**src/rtl/sa_pkg.sv**
```systemverilog
// Shared types and width helpers for the systolic-array result drain.
package sa_pkg;

    typedef enum logic [1:0] {
        S_IDLE,
        S_WAIT,
        S_SEND
    } state_t;

    // Index width that never collapses to zero bits for a single-entry range.
    function automatic int clog2_min1(input int n);
        return (n <= 1) ? 1 : $clog2(n);
    endfunction

    function automatic int res_w(input int width);
        return 2 * width;
    endfunction

    function automatic int row_w(input int hpe, input int width);
        return hpe * res_w(width);
    endfunction

endpackage

```
**src/rtl/sa_row_mux.sv**
```systemverilog
// Combinational selection of one row from the flat snapshot buffer.
module sa_row_mux
    import sa_pkg::*;
#(
    parameter int ROW_W = 64,
    parameter int VPE   = 4,
    localparam int IDX_W = clog2_min1(VPE)
) (
    input  logic [ROW_W*VPE-1:0] buf_i,
    input  logic [IDX_W-1:0]     sel_i,
    output logic [ROW_W-1:0]     row_o
);

    always_comb begin
        row_o = '0;
        for (int unsigned v = 0; v < VPE; v++) begin
            if (sel_i == IDX_W'(v)) begin
                row_o = buf_i[v*ROW_W +: ROW_W];
            end
        end
    end

endmodule

```
**src/rtl/sa_result_drain.sv**
```systemverilog
// Snapshots the systolic-array result bus after a settle delay and streams it
// out one row per valid/ready beat.
module sa_result_drain
    import sa_pkg::*;
#(
    parameter int HPE   = 4,
    parameter int VPE   = 4,
    parameter int WIDTH = 8,
    parameter int DELAY = 3,
    localparam int RES_W     = res_w(WIDTH),
    localparam int ROW_W     = row_w(HPE, WIDTH),
    localparam int ROW_IDX_W = clog2_min1(VPE)
) (
    input  logic                       CLK,
    input  logic                       RST,
    input  logic [RES_W*HPE*VPE-1:0]   YY,
    input  logic                       start,
    input  logic                       out_ready,
    output logic                       out_valid,
    output logic [ROW_W-1:0]           out_data,
    output logic [ROW_IDX_W-1:0]       out_row,
    output logic                       out_last,
    output logic                       busy,
    output logic                       done,
    output logic                       start_drop
);

    localparam int BUF_W = ROW_W * VPE;
    localparam int CNT_W = clog2_min1(DELAY + 1);
    localparam logic [CNT_W-1:0]     CNT_LOAD = (DELAY > 0) ? CNT_W'(DELAY - 1) : '0;
    localparam logic [ROW_IDX_W-1:0] ROW_LAST = ROW_IDX_W'(VPE - 1);

    state_t                 state_q, state_d;
    logic [CNT_W-1:0]       cnt_q, cnt_d;
    logic [ROW_IDX_W-1:0]   row_q, row_d;
    logic [BUF_W-1:0]       buf_q, buf_d;
    logic                   done_q, done_d;
    logic                   drop_q, drop_d;

    logic [ROW_W-1:0]       row_data;
    logic                   send;
    logic                   hs;
    logic                   final_hs;
    logic                   accept;

    sa_row_mux #(
        .ROW_W (ROW_W),
        .VPE   (VPE)
    ) u_row_mux (
        .buf_i (buf_q),
        .sel_i (row_q),
        .row_o (row_data)
    );

    assign send     = (state_q == S_SEND);
    assign hs       = send & out_ready;
    assign final_hs = hs & (row_q == ROW_LAST);
    // A start coinciding with the last handshake chains straight into a new drain.
    assign accept   = start & ((state_q == S_IDLE) | final_hs);

    always_comb begin
        state_d = state_q;
        cnt_d   = cnt_q;
        row_d   = row_q;
        buf_d   = buf_q;
        done_d  = 1'b0;
        drop_d  = drop_q | (start & ~accept & (state_q != S_IDLE));

        case (state_q)
            S_IDLE: ;
            S_WAIT: begin
                if (cnt_q == '0) begin
                    buf_d   = YY;
                    state_d = S_SEND;
                end else begin
                    cnt_d = cnt_q - 1'b1;
                end
            end
            S_SEND: begin
                if (hs) begin
                    if (row_q == ROW_LAST) begin
                        row_d   = '0;
                        done_d  = 1'b1;
                        state_d = S_IDLE;
                    end else begin
                        row_d = row_q + 1'b1;
                    end
                end
            end
            default: state_d = S_IDLE;
        endcase

        if (accept) begin
            if (DELAY == 0) begin
                buf_d   = YY;
                state_d = S_SEND;
            end else begin
                cnt_d   = CNT_LOAD;
                state_d = S_WAIT;
            end
        end
    end

    always_ff @(posedge CLK) begin
        if (RST) begin
            state_q <= S_IDLE;
            cnt_q   <= '0;
            row_q   <= '0;
            buf_q   <= '0;
            done_q  <= 1'b0;
            drop_q  <= 1'b0;
        end else begin
            state_q <= state_d;
            cnt_q   <= cnt_d;
            row_q   <= row_d;
            buf_q   <= buf_d;
            done_q  <= done_d;
            drop_q  <= drop_d;
        end
    end

    assign out_valid  = send;
    assign out_data   = send ? row_data : '0;
    assign out_row    = row_q;
    assign out_last   = send & (row_q == ROW_LAST);
    assign busy       = (state_q != S_IDLE);
    assign done       = done_q;
    assign start_drop = drop_q;

endmodule

```
**config.mk**
```make
export PLATFORM = sky130hd
export DESIGN_NAME = sa_result_drain
export DESIGN_NICKNAME = d
export VERILOG_FILES = /design/src/rtl/sa_pkg.sv /design/src/rtl/sa_row_mux.sv /design/src/rtl/sa_result_drain.sv
export SDC_FILE = /design/constraint.sdc
export NUM_CORES = 1
export LEC_CHECK = 0
export BUFFER_PORTS_ARGS = -buffer_cell sky130_fd_sc_hd__buf_2
export CAP_MARGIN = 20
export CORE_UTILIZATION = 55
export DETAILED_ROUTE_END_ITERATION = 7
export PLACE_DENSITY = 0.8
export SLEW_MARGIN = 20
export SYNTH_ARGS = -nofsm -noshare
export SYNTH_HDL_FRONTEND = slang
export SYNTH_HIERARCHICAL = 1
export SYNTH_SLANG_ARGS = --single-unit
```
**constraint.sdc**
```tcl
create_clock -name CLK -period 2.4 [get_ports CLK]
set_input_delay 0.24 -clock CLK [delete_from_list [all_inputs] [get_ports CLK]]
set_output_delay 0.24 -clock CLK [all_outputs]
set_load 0.01 [all_outputs]
```
# Word-level counts from Yosys, hierarchy flattened
# Cells that the tools add are included.
# W data, S select, Z words.
dict set report op_classes {
  eq_ne 13
  reduce_logical 13
  n_addsub 2
  mux 15
  n_bitwise 13
}
# operator n
set op_table {}
lappend op_table {{$mux W64} 5}
lappend op_table {{$mux W2} 7}
lappend op_table {{$reduce_and A2 Y1} 4}
lappend op_table {{$reduce_and A4 Y1} 2}
lappend op_table {{$and A1 B1 Y1} 6}
lappend op_table {{$eq A2 B2 Y1 const B} 3}
lappend op_table {{$logic_not A2 Y1} 3}
lappend op_table {{$ne A2 B2 Y1 const B} 3}
lappend op_table {{$ne A3 B1 Y1 const B} 2}
lappend op_table {{$pmux W2 S3} 1}
lappend op_table {{$not A1 Y1} 5}
lappend op_table {{$eq A2 B1 Y1 const B} 2}
lappend op_table {{$ne A2 B1 Y1 const B} 2}
lappend op_table {{$reduce_bool A2 Y1} 2}
lappend op_table {{$ne A3 B3 Y1 const B} 1}
lappend op_table {{$reduce_or A3 Y1} 1}
lappend op_table {{$add A2 B1 Y2 const B} 1}
lappend op_table {{$mux W1} 2}
lappend op_table {{$or A1 B1 Y1} 2}
lappend op_table {{$reduce_or A2 Y1} 1}
lappend op_table {{$sub A2 B1 Y2 const B} 1}
dict set report totals {
  wordCells 64
  inputBits 260
  register_bits 264
}

# Longest topological paths before layout
dict set report logic_depth {
  depth_word 9
  depth_mapped 6
}

# Cells and area by module
# The synthesis kept the hierarchy.
# mod area_per_inst_um2 instances cells_each
set modules_own_cells {}
lappend modules_own_cells {sa_result_drain 9686.8 1 1221}
lappend modules_own_cells {sa_row_mux 1622.8 1 78}

# Worst setup path before layout
# No wires, ideal clock.
dict set report synth_path {
  kind {flip-flop to output port}
  start {reg row_q[0], in the netlist out_row[0]}
  end {out out_data[10]}
  path_slack_ps 713
  t_required_ps 2160
  arrival_time_ps 1447
  path_buffers 2
  path_stages_with_launch 5
  cell_sequence {dfxtp_1 buf_6 buf_12 mux4_2 and2_1}
}
dict set report synth_via {
  elab_chain_len 6
}
# element line_no
set synth_lines {}
lappend synth_lines {{from (decl)} sa_result_drain.sv:35} ;# logic [ROW_IDX_W-1:0] row_q, row_d;
lappend synth_lines {{from (signal assigned)} sa_result_drain.sv:115} ;# row_q <= row_d;
lappend synth_lines {{$logic_not A2 Y1} sa_row_mux.sv:17} ;# if (sel_i == IDX_W'(v)) begin
lappend synth_lines {{$mux W64 (3 in a row)} sa_row_mux.sv:17}
lappend synth_lines {{$mux W64 (*)} sa_row_mux.sv:17}
lappend synth_lines {{named net row_data[10]} sa_result_drain.sv:40} ;# logic [ROW_W-1:0] row_data;
lappend synth_lines {{$mux W64 (*)} sa_result_drain.sv:123} ;# assign out_data = send ? row_data : '0;
lappend synth_lines {{to (decl)} sa_result_drain.sv:20} ;# output logic [ROW_W-1:0] out_data,
# The timed path passes the listed nets; every way through them passes the cells marked *.

# Worst setup path in the final report
dict set report layout_path {
  start {reg row_q[0], in the netlist out_row[0]}
  end {out out_data[46]}
}
# Same word-level chain as after synthesis.

==> run_results.csv <==
group,metric,value,unit
run_status,run_status,"finished, final reports clean",
sta,finalCritPeriodShare,0.987,
placed_design,placement.io_buffers,330,
worst_setup_path,worstPathArrival,2.13,ns
sta,worst_clock_skew,0.0145,ns
sta,timing.max_slew.rel_slack,0.379,
die,floorplan.initialDensity,0.561,
die,floorplan.die.width,145,um
clock_tree,cts-root-buf,"sky130_fd_sc_hd__clkbuf_16",
finish,flow.area_growth_from_synthesis,45.6,%
worst_setup_path,cp_cell_sequence,"buf_16, mux4_2, and2_1, buf_2",
worst_setup_path,cp_slowest_cell,"sky130_fd_sc_hd__mux4_2",
pwr,power-per-cell-area,654,nW/um2
pwr,comb_power_share,0.137,
routing,first_iter_violations,797,
sta,period_minus_slack,2.37,ns
die,die_y,145,um
min_path,hold_path_depth,3,
logic_synthesis,post_synth_inst_count,1299,
clock_tree,cts.reportedPaths.clkPinSlew,0.06,ns
routing,postRouteWirelength,40100,um
sta,rsz0062_at_grt,"yes",
grt,antenna_found_initial,7,
clock_tree,tritoncts,"built",
sta,setup_total_negative_slack,0,ns
grt,grt_pass1_wl,62500,um
clock_tree,clock_path_buffers,3,
sta,layout_setup_ws,0.0317,ns
die,ioPinCount,331,
grt,grt_max_degree,104,
pwr,power.total,10.8,mW
routing,detailedRoute.firstPassIterationCount,7,
logic_synthesis,synth_enable_flop_cells,0,
routing,detail_route.wl_per_cell,18.9,um
worst_setup_path,setup.worst_path.class,"register to output pin",
logic_synthesis,netlist_area,11300,um2
logic_synthesis,postSynthAreaPerCell,8.71,um2
sta,worst_slew_pin_slew,0.932,ns
logic_synthesis,synth_async_sr_flop_share,0,
routing,vias_per_cell,5.68,
logic_synthesis,netlist.area_leader.share,0.467,
sta,final-max-slew-violation-count,0,
logic_synthesis,synth_area_leaders,"sky130_fd_sc_hd__dfxtp_1, sky130_fd_sc_hd__nand2_1, sky130_fd_sc_hd__mux4_2",
logic_synthesis,synthesis.nets,1560,
worst_setup_path,largest_stage_delay_on_the_critical_path,0.55,ns
logic_synthesis,top_post_synthesis_cells_by_count,"sky130_fd_sc_hd__nand2_1, sky130_fd_sc_hd__dfxtp_1, sky130_fd_sc_hd__a21oi_1, sky130_fd_sc_hd__and2_1, sky130_fd_sc_hd__mux4_2",
pwr,p_leak,6.64,nW
worst_setup_path,setup.worst_path.end_class,"output pin",
sta,max_freq,0.422,GHz
logic_synthesis,seq_area_frac_synth,0.467,
pwr,clockPowerShare,0.420,
min_path,timing.hold.worst.class,"input pin to register",
clock_tree,cts_buffers,28,
worst_setup_path,critPathMaxFanout,29,
worst_setup_path,r2r_cells,4,
clock_tree,cts.sinks,264,
routing,drc_errors,0,
pwr,worst_ir_drop_vdd,584,uV
die,num_rows,52,
finish,fillerInstances,1090,
grt,grt-ovfl-total,0,
routing,postRouteAntennaNets,0,
grt,number_of_global_route_vias_before_repair,12600,
job,max-cap-violations,0,
logic_synthesis,yosysWarningCount,6,
logic_synthesis,library_cell_occupying_the_most_area_in_the_post_synthesis_netlist,"sky130_fd_sc_hd__dfxtp_1",
finish,final_core_util,0.816,
die,dieArea,21100,um2
logic_synthesis,synth_ff_type,"sky130_fd_sc_hd__dfxtp_1",
finish,final_layout_size_suffix_gt1_frac,0.253,
finish,finalNetCount,2089,
placed_design,dp_slack,0.404,ns
pwr,power_switching,2.67,mW
clock_tree,cts-htree-levels,1,
pwr,power.switching_fraction,0.248,
sta,hold_viol,0,
pwr,seq_power_share,0.443,
logic_synthesis,synth_seq_cells,264,
sta,finalSetupViolCount,0,
clock_tree,insertion_delay,0.53,ns
routing,routed-via-count,12100,
grt,grt_util_all_layers,0.369,
logic_synthesis,yosys.cell_types.count,30,
worst_setup_path,required,2.16,ns
placed_design,hpwlAfterDp,19100,um
pwr,internal_power_of_the_cells,8.10,mW
die,core_area,20200,um2
worst_setup_path,timing.critical_path.from_type,"register",
logic_synthesis,cell_with_the_most_instances_after_synthesis,"sky130_fd_sc_hd__nand2_1",
placed_design,routabilityCongestion,0.851,
==> cell usage in the layout (no fill, tap or decap), types with 2 or more instances in the layout <==
master                          instances
sky130_fd_sc_hd__dfxtp_1              262
sky130_fd_sc_hd__clkbuf_1               5
sky130_fd_sc_hd__and2_1                64
sky130_fd_sc_hd__bufinv_16              2
sky130_fd_sc_hd__clkbuf_8              11
sky130_fd_sc_hd__diode_2                7
sky130_fd_sc_hd__nor2_1                 2
sky130_fd_sc_hd__nand2_1              516
sky130_fd_sc_hd__dfxtp_4                2
sky130_fd_sc_hd__buf_12                 9
sky130_fd_sc_hd__buf_2                329
sky130_fd_sc_hd__clkinv_2               4
sky130_fd_sc_hd__buf_16                 3
sky130_fd_sc_hd__mux4_1                 4
sky130_fd_sc_hd__nor3_1                 2
sky130_fd_sc_hd__a21oi_1              262
sky130_fd_sc_hd__buf_4                  8
sky130_fd_sc_hd__clkbuf_16             30
sky130_fd_sc_hd__dlygate4sd3_1        254
sky130_fd_sc_hd__mux4_2                60
sky130_fd_sc_hd__and2_4                 2
==> metal layers <==
layer,share of wire,vias up,track usage
li1,-,5376,-
met1,0.34,5672,0.394
met2,0.51,788,0.663
met3,0.077,240,0.0677
met4,0.071,0,0.248
met5,0,-,0
==> cell type report <==
type	count	area, um2	area share
Antenna cell	7	17.5	0.00106
Clock buffer	44	882	0.0536
Clock inverter	7	87.6	0.00532
Multi-Input combinational cell	928	5280	0.321
Sequential cell	264	5290	0.321
Tap cell	270	338	0.0205
Timing Repair Buffer	606	4570	0.277
==> path summary, 6_finish.rpt <==
check	startpoint	end	slack (ns)
worst max register to register	state_q[1]$_SDFFE_PP0P_	buf_q[85]$_SDFFE_PP0P_	0.23
worst max-delay path	out_row[0]$_SDFFE_PP0P_	out_data[46]	0.03
worst min-delay path	YY[95]	buf_q[95]$_SDFFE_PP0P_	0.02
worst min register to register	buf_q[162]$_SDFFE_PP0P_	buf_q[162]$_SDFFE_PP0P_	0.45
==> cells by family after synthesis <==
| group | after synthesis | share of synthesized area |
|---|---|---|
| AND/OR/NAND/NOR | 597 | 0.217 |
| AO/OA/AOI/OAI | 266 | 0.119 |
| multiplexers | 64 | 0.129 |
| buffers and inverters | 107 | 0.0672 |
| flip-flops | 264 | 0.467 |
| adder cells (fa/ha/maj) | 1 | 0.00111 |
==> repair_timing <==
action                     4_1_cts  5_1_grt
buffers inserted                 0        1
hold buffers                   254        0
hold endpoints to repair       254        0
setup endpoints to repair        2       23
cloned                           1        1
resized for setup                1        4
==> worst max-delay path, delay by kind of cell (launching register included) <==
family	cells	cell delay, ns
mux	1	0.55
buf+inv	2	0.39
flops	1	0.45
simple gates	1	0.18
==> power groups by stage <==
stage	Clock [mW]	Sequential (mW)	Combinational [mW]
global placement	0	4.83	1.03
CTS	4.50	4.75	1.38
detailed placement	0	4.85	1.05
finish	4.52	4.77	1.48
global route	4.74	4.79	1.58
floorplan	0	4.81	0.745
==> registers in the layout, indices dropped and copies added, names as in the netlist <==
signal	count
done	1
out_row	2
start_drop	1
state_q	2
cnt_q	2
buf_q	256
==> per-stage QoR <==
step           area, um2  cells  hold slack [ns]
5_1_grt            16500   2126          0.00538
3_5_place_dp       12800   1811            0.443
3_3_place_gp       12800   1811            0.438
2_1_floorplan      11300   1299            0.376
6_report           16500   2126           0.0192
4_1_cts            16400   2117         0.000424
No activity file was read; power rests on OpenSTA's default activity.
